**src/rtl/alu_mem_arbiter.sv**
```systemverilog
// Round-robin arbiter sharing one ALU + result-memory datapath between two requesters.
// The winner's operands are latched and held for ALU_LAT cycles, then y/c return over a valid/ready channel.
//
// state | meaning
// IDLE  | waiting for a request; ready offered to at most one requester
// EXEC  | latched operands driven to the datapath, down-counting to the write cycle
// RESP  | captured result presented until the consumer takes it
module alu_mem_arbiter #(
    parameter int ALU_LAT = 1
) (
    input  logic       clk,
    input  logic       rst_n,
    input  logic       r0_valid,
    output logic       r0_ready,
    input  logic [1:0] r0_a,
    input  logic [1:0] r0_b,
    input  logic [1:0] r0_op,
    input  logic [1:0] r0_addr,
    input  logic       r1_valid,
    output logic       r1_ready,
    input  logic [1:0] r1_a,
    input  logic [1:0] r1_b,
    input  logic [1:0] r1_op,
    input  logic [1:0] r1_addr,
    output logic       rsp_valid,
    input  logic       rsp_ready,
    output logic       rsp_id,
    output logic [3:0] rsp_y,
    output logic       rsp_c,
    output logic [1:0] alu_a,
    output logic [1:0] alu_b,
    output logic [1:0] alu_ctrl,
    output logic [1:0] alu_addr,
    output logic       alu_we,
    input  logic [3:0] alu_y,
    input  logic       alu_c,
    output logic       busy
);

    localparam int CW = (ALU_LAT < 2) ? 1 : $clog2(ALU_LAT + 1);

    typedef enum logic [1:0] {
        IDLE = 2'd0,
        EXEC = 2'd1,
        RESP = 2'd2
    } state_t;

    state_t        state, state_nxt;
    logic          last_grant;
    logic [CW-1:0] cnt;
    logic [1:0]    a_q, b_q, op_q, addr_q;
    logic          id_q;
    logic          grant_vld, grant_id;
    logic          cnt_tc;

    assign cnt_tc = (cnt == CW'(1));

    always_ff @(posedge clk or negedge rst_n) begin
        if (!rst_n) begin
            state      <= IDLE;
            last_grant <= 1'b1;
            cnt        <= '0;
            a_q        <= '0;
            b_q        <= '0;
            op_q       <= '0;
            addr_q     <= '0;
            id_q       <= 1'b0;
            rsp_id     <= 1'b0;
            rsp_y      <= '0;
            rsp_c      <= 1'b0;
        end else begin
            state <= state_nxt;
            if (state == IDLE && grant_vld) begin
                id_q       <= grant_id;
                last_grant <= grant_id;
                cnt        <= CW'(ALU_LAT);
                a_q        <= grant_id ? r1_a    : r0_a;
                b_q        <= grant_id ? r1_b    : r0_b;
                op_q       <= grant_id ? r1_op   : r0_op;
                addr_q     <= grant_id ? r1_addr : r0_addr;
            end else if (state == EXEC) begin
                cnt <= cnt - CW'(1);
                // Terminal-count cycle: datapath result is valid alongside the write strobe.
                if (cnt_tc) begin
                    rsp_y  <= alu_y;
                    rsp_c  <= alu_c;
                    rsp_id <= id_q;
                end
            end
        end
    end

    always_comb begin
        state_nxt = state;
        grant_vld = 1'b0;
        grant_id  = 1'b0;
        r0_ready  = 1'b0;
        r1_ready  = 1'b0;
        alu_a     = '0;
        alu_b     = '0;
        alu_ctrl  = '0;
        alu_addr  = '0;
        alu_we    = 1'b0;
        rsp_valid = 1'b0;
        busy      = (state != IDLE);
        case (state)
            IDLE: begin
                if (r0_valid && r1_valid) begin
                    grant_vld = 1'b1;
                    grant_id  = ~last_grant;
                end else if (r0_valid) begin
                    grant_vld = 1'b1;
                    grant_id  = 1'b0;
                end else if (r1_valid) begin
                    grant_vld = 1'b1;
                    grant_id  = 1'b1;
                end
                // Gated by rst_n so no requester sees ready while reset is held.
                r0_ready = grant_vld && !grant_id && rst_n;
                r1_ready = grant_vld &&  grant_id && rst_n;
                if (grant_vld) state_nxt = EXEC;
            end
            EXEC: begin
                alu_a    = a_q;
                alu_b    = b_q;
                alu_ctrl = op_q;
                alu_addr = addr_q;
                alu_we   = cnt_tc;
                if (cnt_tc) state_nxt = RESP;
            end
            RESP: begin
                rsp_valid = 1'b1;
                if (rsp_ready) state_nxt = IDLE;
            end
            default: state_nxt = IDLE;
        endcase
    end

endmodule

```
**config.mk**
```make
export PLATFORM = sky130hd
export DESIGN_NAME = alu_mem_arbiter
export DESIGN_NICKNAME = d
export VERILOG_FILES = /design/src/rtl/alu_mem_arbiter.sv
export SDC_FILE = /design/constraint.sdc
export NUM_CORES = 1
export LEC_CHECK = 0
export CAP_MARGIN = 10
export CORE_MARGIN = 3
export CORE_UTILIZATION = 40
export DETAILED_ROUTE_END_ITERATION = 8
export PLACE_DENSITY = 0.78
export RECOVER_POWER = 100
export SETUP_SLACK_MARGIN = 0.4
export SLEW_MARGIN = 20
export SYNTH_ARGS = -nofsm -noshare
export SYNTH_HDL_FRONTEND = slang
export SYNTH_SLANG_ARGS = --single-unit
```
**constraint.sdc**
```tcl
create_clock -name clk -period 2.2 [get_ports clk]
set_clock_uncertainty 0.2 [all_clocks]
set_input_delay 0.44 -clock clk [delete_from_list [all_inputs] [get_ports clk]]
set_output_delay 0.44 -clock clk [all_outputs]
set_load 0.02 [all_outputs]
```
; ---- After elaboration in Yosys (flattened, before gate mapping)
; Cells that the tools add are included.
[totals]
ff_bits = 19
wordCells = 58
inputBits = 26
output_inout_bits = 19
[op_classes]
muxes = 27
add_sub_neg = 1
bitwise = 2
eq_ne = 5
reduce_logical = 12
[op_table]
columns = operator, count
row1 = $mux W2, 11
row2 = $mux W1, 15
row3 = $logic_and A1 B1 Y1, 6
row4 = $pmux W2 S3, 1
row5 = $reduce_and A3 Y1, 2
row6 = $ne A2 B2 Y1 const B, 2
row7 = $reduce_bool A2 Y1, 2
row8 = $eq A2 B1 Y1 const B, 1
row9 = $eq A2 B2 Y1 const B, 1
row10 = $logic_not A2 Y1, 1
row11 = $ne A2 B1 Y1 const B, 1
row12 = $not A1 Y1, 2
row13 = $logic_not A1 Y1, 1
row14 = $sub A1 B1 Y1 const B, 1

; ---- Depth between registers and ports, before layout
; Gate-level depths: netlist of run 1.
[logic_depth]
word_depth = 8
mapped_depth = 5
mapped_depth_nobuf = 4

; ---- Worst setup path before layout of run 1
; Ideal clock, no wire load.
[synth_path]
path_type = reg-to-output
startpoint = register last_grant
endpoint = output port r1_ready
path_stages_with_launch = 5
required_ps = 1560
path_slack_ps = 415
arrival_ps = 1145
n_path_buf = 1
path_cell_list = dfstp_2 nand2_4 and3_4 buf_6 and2_1
[synth_via]
elab_chain_cells = 6
[synth_lines]
columns = item, line_no
row1 = start: declaration, 49  ; logic last_grant;
row2 = start signal: assignment, 75  ; last_grant <= grant_id;
row3 = $not A1 Y1, 110  ; grant_id = ~last_grant;
row4 = $mux W1, 108  ; if (r0_valid && r1_valid) begin
row5 = $mux W1, 106  ; case (state)
row6 = $logic_and A1 B1 Y1 (2 in a row), 120  ; r1_ready = grant_vld && grant_id && rst_n;
row7 = $mux W1, 106
row8 = end: declaration, 20  ; output logic r1_ready,
; No other way between the ends. The select of a mux whose other input is x is not followed.

; ---- Final worst setup path of run 1
[layout_path]
startpoint = input port rst_n
endpoint = output port r0_ready
[layout_via]
elab_chain_cells = 2
[layout_lines]
columns = item, line_no
row1 = start: declaration, 12  ; input logic rst_n,
row2 = $logic_and A1 B1 Y1, 119  ; r0_ready = grant_vld && !grant_id && rst_n;
row3 = $mux W1, 106
row4 = end: declaration, 14  ; output logic r0_ready,
; No other way between the ends.

==> metrics.md, run 1 <==
| Metric | Value |
|---|---|
| Status | completed |
| Hold buffer count at cts | 0 |
| Die area | 3100 µm² |
| Port Buffers | 44 |
| Top cell type's share of synthesized area | 45.63% |
| Required @ worst endpoint | 1.56 ns |
| Static leakage | 0.0007765 µW |
| Vias in the first global route | 1,098 |
| Initial Utilization | 43.38% |
| Post-Syn Nets | 118 |
| Routability cong. | 0.8238 |
| Dpl cells | 173 |
| Largest delay contributor family on the critical path | buffers and inverters |
| CTS tree | done |
| Kind of critical path | input pin to output pin |
| Slowest stage cell, crit path | dlygate4sd3_1 |
| Final Cell Area | 1684 µm² |
| Initial antenna violation count | 0 |
| Final WL | 3295 µm |
| Ys Warns | 0 |
| Final Worst Setup Slack | 0.1097 ns |
| Final HPWL DP | 2259 µm |
| Site Rows | 17 |
| Pre-CTS setup slack | -0.3546 ns |
| Die X | 55.68 µm |
| Pins Over Slew Limit | 0 |
| Vert. Die Dim | 55.68 µm |
| Final Hold Fails | 0 |
| Crit path launch type | input pin |
| Fmax achieved | 478.4 MHz |
| Max VDD drop | 1075 µV |
| Yosys reg bits | 19 |
| Syn Inst Count | 92 |
| Critical Path AT | 1.45 ns |
| Layout Cells excl Fill | 187 |
| Share of post-route cells with drive strength above 1 | 38.99% |
| Total power | 2358 µW |
| Final design utilization | 74.00% |
| Clock sink count | 19 |
| CTS H-tree depth | 1 |
| DR vias/cell | 5.337 |
| RSZ-0062 raised after global routing | yes |
| Residual DRC count | 0 |
| Crit path largest cell delay | 0.64 ns |
| Ports | 45 |
| Max-cap viol count | 0 |
| Core footprint | 2276 µm² |
| Hold Path Class | register to register |
| Worst-Skew Late Latency | 0.31 ns |
| Largest net degree at the start of global routing | 13 |
| Area Overhead vs Synth | 70.60% |
| Placed Area | 1538 µm² |
| Via count | 998 |
| Post-Syn Area | 987.2 µm² |
| Clk root buf | clkbuf_4 |
| Post-synthesis sequential area ratio | 48.29% |
| Final setup fails | 0 |
| Number of buffers created by CTS | 3 |
| PwrDens | 1400 nW/µm² |
| Drt first pass iters | 4 |
| Number of diodes | 0 |
| Synth area leader | dfrtp_1 |
| First-pass GRT wire length | 5112 µm |
| Worst rel slew slack | 58.07% |
| Avg Synthesized Cell Area | 10.73 µm² |
| Crit-path cells | dlygate4sd3_1 -> nand3_2 -> a21oi_2 -> clkbuf_2 |
| Clk buf depth | 2 |
| Period utilization | 95.02% |
| CP bufs+invs | 2 |
| Worst Setup End Kind | output pin |
| 1st-iter DRT viols | 30 |
| Ranking of synthesized cells by area | dfrtp_1, o311ai_2, mux2_1 |
| Unique cell type count in the Yosys netlist | 22 |
| Clock transition at path regs | 0.11 ns |
| CP max FO | 4 |
| Worst-margin pin slew | 0.6290 ns |
| Tmin final | 2.090 ns |
| Final net count | 186 |
| GRT Util Overall | 21.27% |
| Antenna Violating Nets Remaining | 0 |
| Post-DR wirelength/cell | 17.62 µm |
| GR Overflow Total | 0 |
per-layer routing:
layer | wire length (µm) | GRT usage, % | vias to the layer above
li1 | - | - | 459
met1 | 1212 | 22.40 | 492
met5 | 0 | 0 | -
met3 | 130 | 3.944 | 10
met4 | 126 | 10.76 | 0
met2 | 1826 | 39.70 | 37
worst reg2reg max path: cells and delay by family, from the launching register on:
kind,cells,cell delay [ns]
and+or+nand+nor,1,0.18
DFF,1,0.44
buffers and inverters,4,0.66
AOI/OAI and AO/OA,2,0.40
cell families after synthesis:
| group | count (synthesis) | synth area share (%) |
|---|---|---|
| AO/OA/AOI/OAI | 23 | 20.53 |
| buffers and inverters | 18 | 7.984 |
| flip-flops | 19 | 48.29 |
| AND/OR/NAND/NOR | 26 | 16.35 |
| multiplexers | 6 | 6.844 |
cells in the mapped netlist:
cell type and instances:
dfrtp_1 18, o21ai_1 12, inv_1 10, and2_1 9, nand4_1 8, o311ai_2 7
mux2_1 6, buf_2 3, inv_2 3, nor2_1 3, a21o_1 2, a21oi_1 1
and3_4 1, buf_6 1, clkbuf_1 1, dfstp_2 1, nand2_1 1, nand2_4 1
nand2b_1 1, nand3_1 1, nor2b_1 1, o311ai_1 1
cells in the final DEF, fill, tap and decap left out, types with 2 or more instances in the layout:
| master | instances |
|---|---|
| inv_4 | 2 |
| clkdlybuf4s50_1 | 23 |
| a21o_1 | 2 |
| and2_4 | 9 |
| dlygate4sd2_1 | 7 |
| buf_6 | 14 |
| nand2_4 | 2 |
| o311ai_2 | 5 |
| buf_4 | 11 |
| inv_1 | 10 |
| clkbuf_2 | 4 |
| dfrtp_1 | 18 |
| clkbuf_4 | 4 |
| mux2_1 | 5 |
| nand4_1 | 8 |
| clkbuf_1 | 7 |
| o21ai_1 | 10 |
state kept, by name, summed over array words and instances (netlist names):
register	flops
rsp_y	4
last_grant	1
state	2
cnt	1
op_q	2
addr_q	2
rsp_id	1
b_q	2
id_q	1
a_q	2
rsp_c	1
report_power, final:
| group | internal (µW) | total [µW] | switching, µW | leakage [µW] |
|---|---|---|---|---|
| Clock | 69.4 | 188 | 118 | 0.0000139 |
| Sequential | 533 | 645 | 112 | 0.000224 |
| Combinational | 767 | 1530 | 758 | 0.000538 |
worst paths after layout:
check / depth (start not counted) / slack (ns) / from / endpoint
hold reg to reg: 1 / 0.29 / id_q / id_q
max in group asynchronous: 2 / 0.80 / rst_n / cnt
setup reg to reg: 7 / 0.21 / state[0] / a_q[0]
hold / removal: 1 / 0.29 / id_q / id_q
min in group asynchronous: 2 / 0.50 / rst_n / b_q[0]
setup / recovery: 4 / 0.11 / rst_n / r0_ready
through the flow:
step / hold WS, ns / TNS (ns)
floorplan: -0.05559 / 0
global placement: 0.2556 / -0.6763
detailed placement: 0.2680 / -0.6899
CTS: 0.2947 / 0
global route: 0.3112 / 0
finish: 0.2920 / 0
repair_timing:
item | 4_1_cts | 5_1_grt
pin swaps | 9 | 3
endpoints found under the hold margin | 0 | 0
buffers inserted | 6 | 2
endpoints found under the setup margin | 19 | 26
gates resized for setup | 100 | 15
gates cloned | 1 | 1
cell type report:
cell class / count / area, µm²
flip-flops and latches: 19 / 476.7
inverters: 13 / 53.80
clock buffers: 3 / 22.52
clock inverters: 1 / 7.507
fillers: 160 / 591.8
repair buffers: 68 / 595.6
well taps: 28 / 35.03
multi-input cells: 55 / 493.0
(Power assumes the default switching activity.)
==> run 2, diff against run 1 <==
==> constraint.sdc (replaced) <==
create_clock -name clk -period 2.2 [get_ports clk]
set_clock_uncertainty 0.2 [all_clocks]
set_input_delay 0.44 -clock clk [delete_from_list [all_inputs] [get_ports clk]]
set_output_delay 0.44 -clock clk [all_outputs]
set_load 0.05 [all_outputs]
==> run 2 against run 1 <==
  * Fmax fell by 0.93%
  * Register-to-register slack got worse by 0.06 ns
  * Total power rose by 16%
  * Via count rose by 0.10%
  * Core utilization fell by 0.66 points
  * Combinational power rose by 24%
==> metrics.md, run 2 (synthesis gave the netlist of run 1 again) <==
| Metric | Value |
|---|---|
| Biggest register | rsp_y (unchanged) |
| Crit path largest cell delay | 0.41 ns (was 0.64 ns) |
| Fmax achieved | 473.9 MHz (was 478.4 MHz) |
| Hold slack | 0.2705 ns (was 0.2920 ns) |
| Site Rows | 17 (unchanged) |
| Final design utilization | 73.34% (was 74.00%) |
| Period utilization | 95.91% (was 95.02%) |
| Residual DRC count | 0 (unchanged) |
| Total power | 2730 µW (was 2358 µW) |
| Max VDD drop | 1217 µV (was 1075 µV) |
| RSZ-0062 raised after global routing | yes (unchanged) |
| CTS H-tree depth | 1 (unchanged) |
| Static leakage | 0.0007565 µW (was 0.0007765 µW) |
| Max Used Layer | met4 (unchanged) |
| Antenna Violating Nets Remaining | 0 (unchanged) |
| Final HPWL DP | 2080 µm (was 2259 µm) |
| Crit-path cells | buf_6 -> nor2_4 -> and3_4 -> and2_4 -> buf_12 (was dlygate4sd3_1 -> nand3_2 -> a21oi_2 -> clkbuf_2) |
| Share of post-route cells with drive strength above 1 | 36.54% (was 38.99%) |
| Worst Setup End Kind | output pin (unchanged) |
| Number of diodes | 0 (unchanged) |
| Hold Path Class | input pin to async pin (was register to register) |
| Status | completed (unchanged) |
| Commonest non-fill, non-tap cell in the layout | clkdlybuf4s50_1 (unchanged) |
| Clock transition at path regs | 0.11 ns (about the same) |
| Final setup fails | 0 (unchanged) |
| Clock sink count | 19 (unchanged) |
| GRT Util Overall | 21.78% (was 21.27%) |
| Clk buf depth | 2 (unchanged) |
| Area Overhead vs Synth | 69.07% (was 70.60%) |
| Worst-margin pin slew | 0.8297 ns (was 0.6290 ns) |
| Number of buffers created by CTS | 3 (unchanged) |
| Max reg flops | 4 (unchanged) |
| Ports | 45 (unchanged) |
| CTS tree | done (unchanged) |
| Metal-1 WL | 1188 µm (was 1212 µm) |
| Worst flop-to-flop path startpoint | state[0] (unchanged) |
| Worst rel slew slack | 44.69% (was 58.07%) |
| Via count | 999 (was 998) |
| Reg-to-Reg End | addr_q[0] (was a_q[0]) |
| Initial Utilization | 43.38% (unchanged) |
| Critical Path AT | 1.47 ns (was 1.45 ns) |
| Final WL | 3414 µm (was 3295 µm) |
| GR Overflow Total | 0 (unchanged) |
| Pins Over Slew Limit | 0 (unchanged) |
| Final net count | 183 (was 186) |
| Hold buffer count at cts | 0 (unchanged) |
| Post-DR wirelength/cell | 18.55 µm (was 17.62 µm) |
| Final Hold Fails | 0 (unchanged) |
| Worst reg-to-reg path cell count | 8 (was 7) |
| Port Buffers | 44 (unchanged) |
| Max-cap viol count | 0 (unchanged) |
| Metal3 WL | 171 µm (was 130 µm) |
| Die area | 3100 µm² (unchanged) |
| Initial antenna violation count | 0 (unchanged) |
| Drt first pass iters | 5 (was 4) |
| Most frequent cells in the layout | clkdlybuf4s50_1, dfrtp_1, buf_4, o21ai_1 (was clkdlybuf4s50_1, dfrtp_1, buf_6, buf_4) |
| Worst-Skew Late Latency | 0.32 ns (was 0.31 ns) |
| Post-route setup TNS | 0 ns (unchanged) |
| Routability cong. | 0.7568 (was 0.8238) |
| Tmin final | 2.110 ns (was 2.090 ns) |
| Kind of critical path | register to output pin (was input pin to output pin) |
| Crit path launch type | register (was input pin) |
| Largest net degree at the start of global routing | 16 (was 13) |
| Vert. Die Dim | 55.68 µm (unchanged) |
| First-pass GRT wire length | 5195 µm (was 5112 µm) |
| R2R Setup Slk | 0.15 ns (was 0.21 ns) |
| DR vias/cell | 5.429 (was 5.337) |
| Core footprint | 2276 µm² (unchanged) |
| Required @ worst endpoint | 1.56 ns (about the same) |
| Slowest stage cell, crit path | dfrtp_1 (was dlygate4sd3_1) |
| CP max FO | 3 (was 4) |
| Die X | 55.68 µm (unchanged) |
| Met2 routed WL | 2004 µm (was 1826 µm) |
| PwrDens | 1636 nW/µm² (was 1400 nW/µm²) |
| 1st-iter DRT viols | 37 (was 30) |
| Clk root buf | clkbuf_4 (unchanged) |
| Vias in the first global route | 1,027 (was 1,098) |
run 2: cell types whose count changed in the layout (fill, tap and decap cells not counted), moves of 2 or more:
cell           change
buf_12             +4
buf_4              +6
buf_6              -9
clkbuf_1           +3
clkbuf_2           -2
dlygate4sd2_1      -6
o311ai_1           +2
o311ai_2           -2
run 2: worst max-delay path: cells and delay by family (launching register included):
family	cells	cell delay (ns)
AND/OR/NAND/NOR	3	0.49
buffers and inverters	2	0.26
flip-flops	1	0.41
run 2: per-layer routing:
| metal | vias to the layer above | track usage, % |
|---|---|---|
| met1 | 494 | 24.09 |
| met5 | - | 0 |
| li1 | 457 | - |
| met3 | 7 | 5.800 |
| met2 | 41 | 39.70 |
| met4 | 0 | 7.639 |
run 2: power breakdown:
part	internal (µW)	switching [µW]	leakage [µW]
clock	71.1	118	0.0000150
sequential	534	119	0.000224
combinational	766	1120	0.000517
run 2: timing repair:
item / 4_1_cts / 5_1_grt
gates resized for setup: 31 / 18
setup endpoints to repair: 17 / 25
buffers inserted: 8 / 4
pin swaps: 6 / 6
cloned: 1 / 0
run 2: stage by stage:
stage               cell area [µm²]  cells  setup slack (ns)
global placement               1619    167           0.03287
floorplan                      1011     92            0.3985
finish                         1669    184           0.08999
global route                   1669    184           0.04365
CTS                            1754    180            0.1396
detailed placement             1619    167          0.006509
run 2: cell type report:
class | instances | area (µm²)
repair buffers | 65 | 586.8
multi-input cells | 55 | 485.5
inverters | 13 | 58.81
flip-flops and latches | 19 | 476.7
fillers | 160 | 606.8
clock buffers | 4 | 26.28
well taps | 28 | 35.03
run 2: how the worst max path moves through the flow:
| stage | from | end | slack (ns) | cells after the start |
|---|---|---|---|---|
| 4_1_cts | state[0] | r1_ready | 0.14 | 5 |
| 3_3_place_gp | r0_valid | r1_ready | 0.03 | 5 |
| 2_1_floorplan | state[0] | r0_ready | 0.40 | 4 |
| 6_report | state[0] | r1_ready | 0.09 | 5 |
| 5_1_grt | state[0] | addr_q[0] | 0.04 | 8 |
| 3_5_place_dp | r0_valid | r1_ready | 0.007 | 5 |
==> run 3, diff against run 2 <==
--- a/config.mk
+++ b/config.mk
@@ -5,11 +5,12 @@
 export SDC_FILE = /design/constraint.sdc
 export NUM_CORES = 1
 export LEC_CHECK = 0
+export ABC_AREA = 1
 export CAP_MARGIN = 10
 export CORE_MARGIN = 3
-export CORE_UTILIZATION = 40
+export CORE_UTILIZATION = 41
 export DETAILED_ROUTE_END_ITERATION = 8
-export PLACE_DENSITY = 0.78
+export PLACE_DENSITY = 0.79
 export RECOVER_POWER = 100
 export SETUP_SLACK_MARGIN = 0.4
 export SLEW_MARGIN = 20
==> run 3 against run 2 <==
  * Synthesized area increased by 3.0%
  * Core utilization increased by 6.8 points
  * Combinational power increased by 4%
  * Cell area increased by 9.3%
  * Critical endpoint is now alu_ctrl[1]
  * Sequential share of layout area decreased by 2.4 points
  * Die area increased by 0.47%
  * Fmax decreased by 0.19%
  * Register-to-register slack improved by 0.38 ns
  * Cell count increased by 22%
  * Sequential power decreased by 0.9%
==> metrics.md, run 3 <==
| Metric | Value |
|---|---|
| Largest net degree at the start of global routing | 20 (was 16) |
| Worst-Skew Late Latency | 0.30 ns (was 0.32 ns) |
| Crit path top cell by count | nor2_4 |
| Crit path launch type | register (unchanged) |
| Area Overhead vs Synth | 79.34% (was 69.07%) |
| Fmax achieved | 473.1 MHz (was 473.9 MHz) |
| Ys Warns | 0 (unchanged) |
| Most frequent cells in the layout | nand2_1, inv_1, clkdlybuf4s50_1, dfrtp_1 (was clkdlybuf4s50_1, dfrtp_1, buf_4, o21ai_1) |
| Ranking of synthesized cells by area | dfrtp_1, nand2_1, inv_1 (was dfrtp_1, o311ai_2, mux2_1) |
| Share of post-route cells with drive strength above 1 | 30.10% (was 36.54%) |
| Commonest non-fill, non-tap cell in the layout | nand2_1 (was clkdlybuf4s50_1) |
| Post-Syn Nets | 163 (was 118) |
| Final WL | 3081 µm (was 3414 µm) |
| First-pass GRT wire length | 5250 µm (was 5195 µm) |
| Worst Setup End Kind | output pin (unchanged) |
| GR Overflow Total | 0 (unchanged) |
| Unique cell type count in the Yosys netlist | 20 (was 22) |
| Core footprint | 2276 µm² (unchanged) |
| Crit path largest cell delay | 0.45 ns (was 0.41 ns) |
| PwrDens | 1528 nW/µm² (was 1636 nW/µm²) |
| Ports | 45 (unchanged) |
| Post-synthesis sequential area ratio | 46.86% (was 48.29%) |
| Number of diodes | 0 (unchanged) |
| Required @ worst endpoint | 1.56 ns (about the same) |
| Vias in the first global route | 1,151 (was 1,027) |
| Max-cap viol count | 0 (unchanged) |
| Routability cong. | 0.8028 (was 0.7568) |
| Static leakage | 0.0009165 µW (was 0.0007565 µW) |
| GRT Util Overall | 21.37% (was 21.78%) |
| DR vias/cell | 4.790 (was 5.429) |
| Biggest register | rsp_y (unchanged) |
| Number of buffers created by CTS | 3 (unchanged) |
| Period utilization | 96.09% (was 95.91%) |
| Final Cell Area | 1824 µm² (was 1669 µm²) |
| Tmin final | 2.114 ns (was 2.110 ns) |
| Initial Utilization | 44.69% (was 43.38%) |
| Max reg flops | 4 (unchanged) |
| Avg Synthesized Cell Area | 7.425 µm² (was 10.73 µm²) |
| Yosys reg bits | 19 (unchanged) |
| Post-synthesis async set-or-reset flop share | 100.0% (unchanged) |
| Final design utilization | 80.15% (was 73.34%) |
| Int Power | 1371 µW (about the same) |
| Kind of critical path | register to output pin (unchanged) |
| Die X | 55.81 µm (was 55.68 µm) |
| Sw Ratio | 50.82% (was 49.77%) |
| Clk root buf | clkbuf_4 (unchanged) |
| Max VDD drop | 1196 µV (was 1217 µV) |
| Main synth FF type | dfrtp_1 (unchanged) |
| RSZ-0062 raised after global routing | yes (unchanged) |
| Switching Power | 1416 µW (was 1359 µW) |
| Vert. Die Dim | 55.81 µm (was 55.68 µm) |
| Die area | 3115 µm² (was 3100 µm²) |
| Crit-path cells | nor2_4 -> clkinvlp_4 -> buf_8 -> nor2_4 -> buf_12 (was buf_6 -> nor2_4 -> and3_4 -> and2_4 -> buf_12) |
| Clk buf depth | 2 (unchanged) |
| Critical Path AT | 1.47 ns (about the same) |
| Comb power frac | 70.4% (was 69.2%) |
| Residual DRC count | 0 (unchanged) |
| Register share of total power | 23.2% (was 23.9%) |
| Drt first pass iters | 4 (was 5) |
| Clock transition at path regs | 0.11 ns (about the same) |
| Final HPWL DP | 2249 µm (was 2080 µm) |
| Post-synth EDFFs | 0 (unchanged) |
| CP max FO | 5 (was 3) |
| Worst rel slew slack | 31.97% (was 44.69%) |
| CP bufs+invs | 3 (was 2) |
| Synth area leader | dfrtp_1 (unchanged) |
| Status | completed (unchanged) |
| Port Buffers | 44 (unchanged) |
| Final setup fails | 0 (unchanged) |
| Site Rows | 17 (unchanged) |
| Hold slack | 0.2872 ns (was 0.2705 ns) |
| Pins Over Slew Limit | 0 (unchanged) |
| Syn Inst Count | 137 (was 92) |
| Placed Area | 1643 µm² (was 1619 µm²) |
| Clk pwr share | 6.5% (was 6.9%) |
| CTS tree | done (unchanged) |
| Top cell type's share of synthesized area | 44.28% (was 45.63%) |
| Total power | 2787 µW (was 2730 µW) |
| Final net count | 223 (was 183) |
| Synth cell count leaders | nand2_1, inv_1, dfrtp_1 (was dfrtp_1, o21ai_1, inv_1) |
| Hold buffer count at cts | 0 (unchanged) |
| Slowest stage cell, crit path | dfrtp_1 (unchanged) |
| Largest delay contributor family on the critical path | flip-flops (was simple AND/OR/NAND/NOR gates) |
| Worst-margin pin slew | 1.020 ns (was 0.8297 ns) |
| Initial antenna violation count | 0 (unchanged) |
| Clock sink count | 19 (unchanged) |
| Cell with the most instances after synthesis | nand2_1 (was dfrtp_1) |
| Post-Syn Area | 1017 µm² (was 987.2 µm²) |
| Antenna Violating Nets Remaining | 0 (unchanged) |
| Post-DR wirelength/cell | 13.75 µm (was 18.55 µm) |
| 1st-iter DRT viols | 17 (was 37) |
| Via count | 1,073 (was 999) |
| Final Hold Fails | 0 (unchanged) |
| Hold Path Class | register to register (was input pin to async pin) |
| CTS H-tree depth | 1 (unchanged) |
## run 3: cell count changes after synthesis, moves of 3 or more
cell,previous run,this run
and2_1,9,0
inv_1,10,32
inv_2,3,0
mux2_1,6,0
nand2_1,1,44
nand3_1,1,8
nor2_1,3,10
o21ai_1,12,0
o311ai_2,7,0
## run 3: final cells by class
type	count	area [µm²]
timing repair buffer	59	674.4
fill	146	451.7
sequential	19	476.7
multi-input combinational	81	478.0
tap	28	35.03
inverter	33	132.6
clock inverter	1	5.005
clock buffer	3	22.52
## run 3: through the flow
step                      setup WS [ns]   TNS, ns  instances
after floorplan                  0.2344         0        137
after global placement          0.05088         0        213
final                           0.08608         0        224
after detailed placement       -0.02073  -0.02073        213
after CTS                        0.1049         0        223
after global routing           0.004592         0        224
## run 3: final timing paths
path / startpoint / endpoint / slack [ns] / depth (start not counted)
setup / recovery: state[1] / alu_ctrl[1] / 0.09 / 5
hold / removal: a_q[0] / a_q[0] / 0.29 / 2
setup reg to reg: state[1] / a_q[1] / 0.53 / 6
hold reg to reg: a_q[0] / a_q[0] / 0.29 / 2
max in group asynchronous: rst_n / op_q[1] / 0.80 / 2
min in group asynchronous: rst_n / op_q[0] / 0.38 / 2
## run 3: power groups by stage
stage / Clock, µW / Sequential (µW) / Combinational, µW
final: 180 / 646 / 1960
after global routing: 203 / 664 / 2080
after CTS: 181 / 642 / 1930
after detailed placement: 0 / 643 / 1670
after global placement: 0 / 628 / 1610
after floorplan: 0 / 804 / 833
## run 3: cells by family after synthesis
kind of cell,share of synthesized area [%]
AOI/OAI and AO/OA,4.060
buffers and inverters,15.62
DFF,46.86
and+or+nand+nor,33.46
## run 3: routing by layer
metal / wire (µm) / share of wire (%) / track usage (%) / vias up
met5: 0 / 0 / 0 / -
met4: 19 / 0.62 / 6.102 / 0
met3: 96 / 3.1 / 3.248 / 3
met2: 1790 / 58 / 40.54 / 34
met1: 1174 / 38 / 24.53 / 508
li1: - / - / - / 528
## run 3: timing repair
item,CTS,global route
gates resized for setup,46,7
pin swaps,4,1
buffers inserted,6,1
endpoints found under the hold margin,0,0
endpoints found under the setup margin,27,14
## run 3: worst min-delay path: stages (launching register included)
cell and delay [ns]:
dfrtp_1 0.36, nand2_1 0.05, nand2_1 0.05
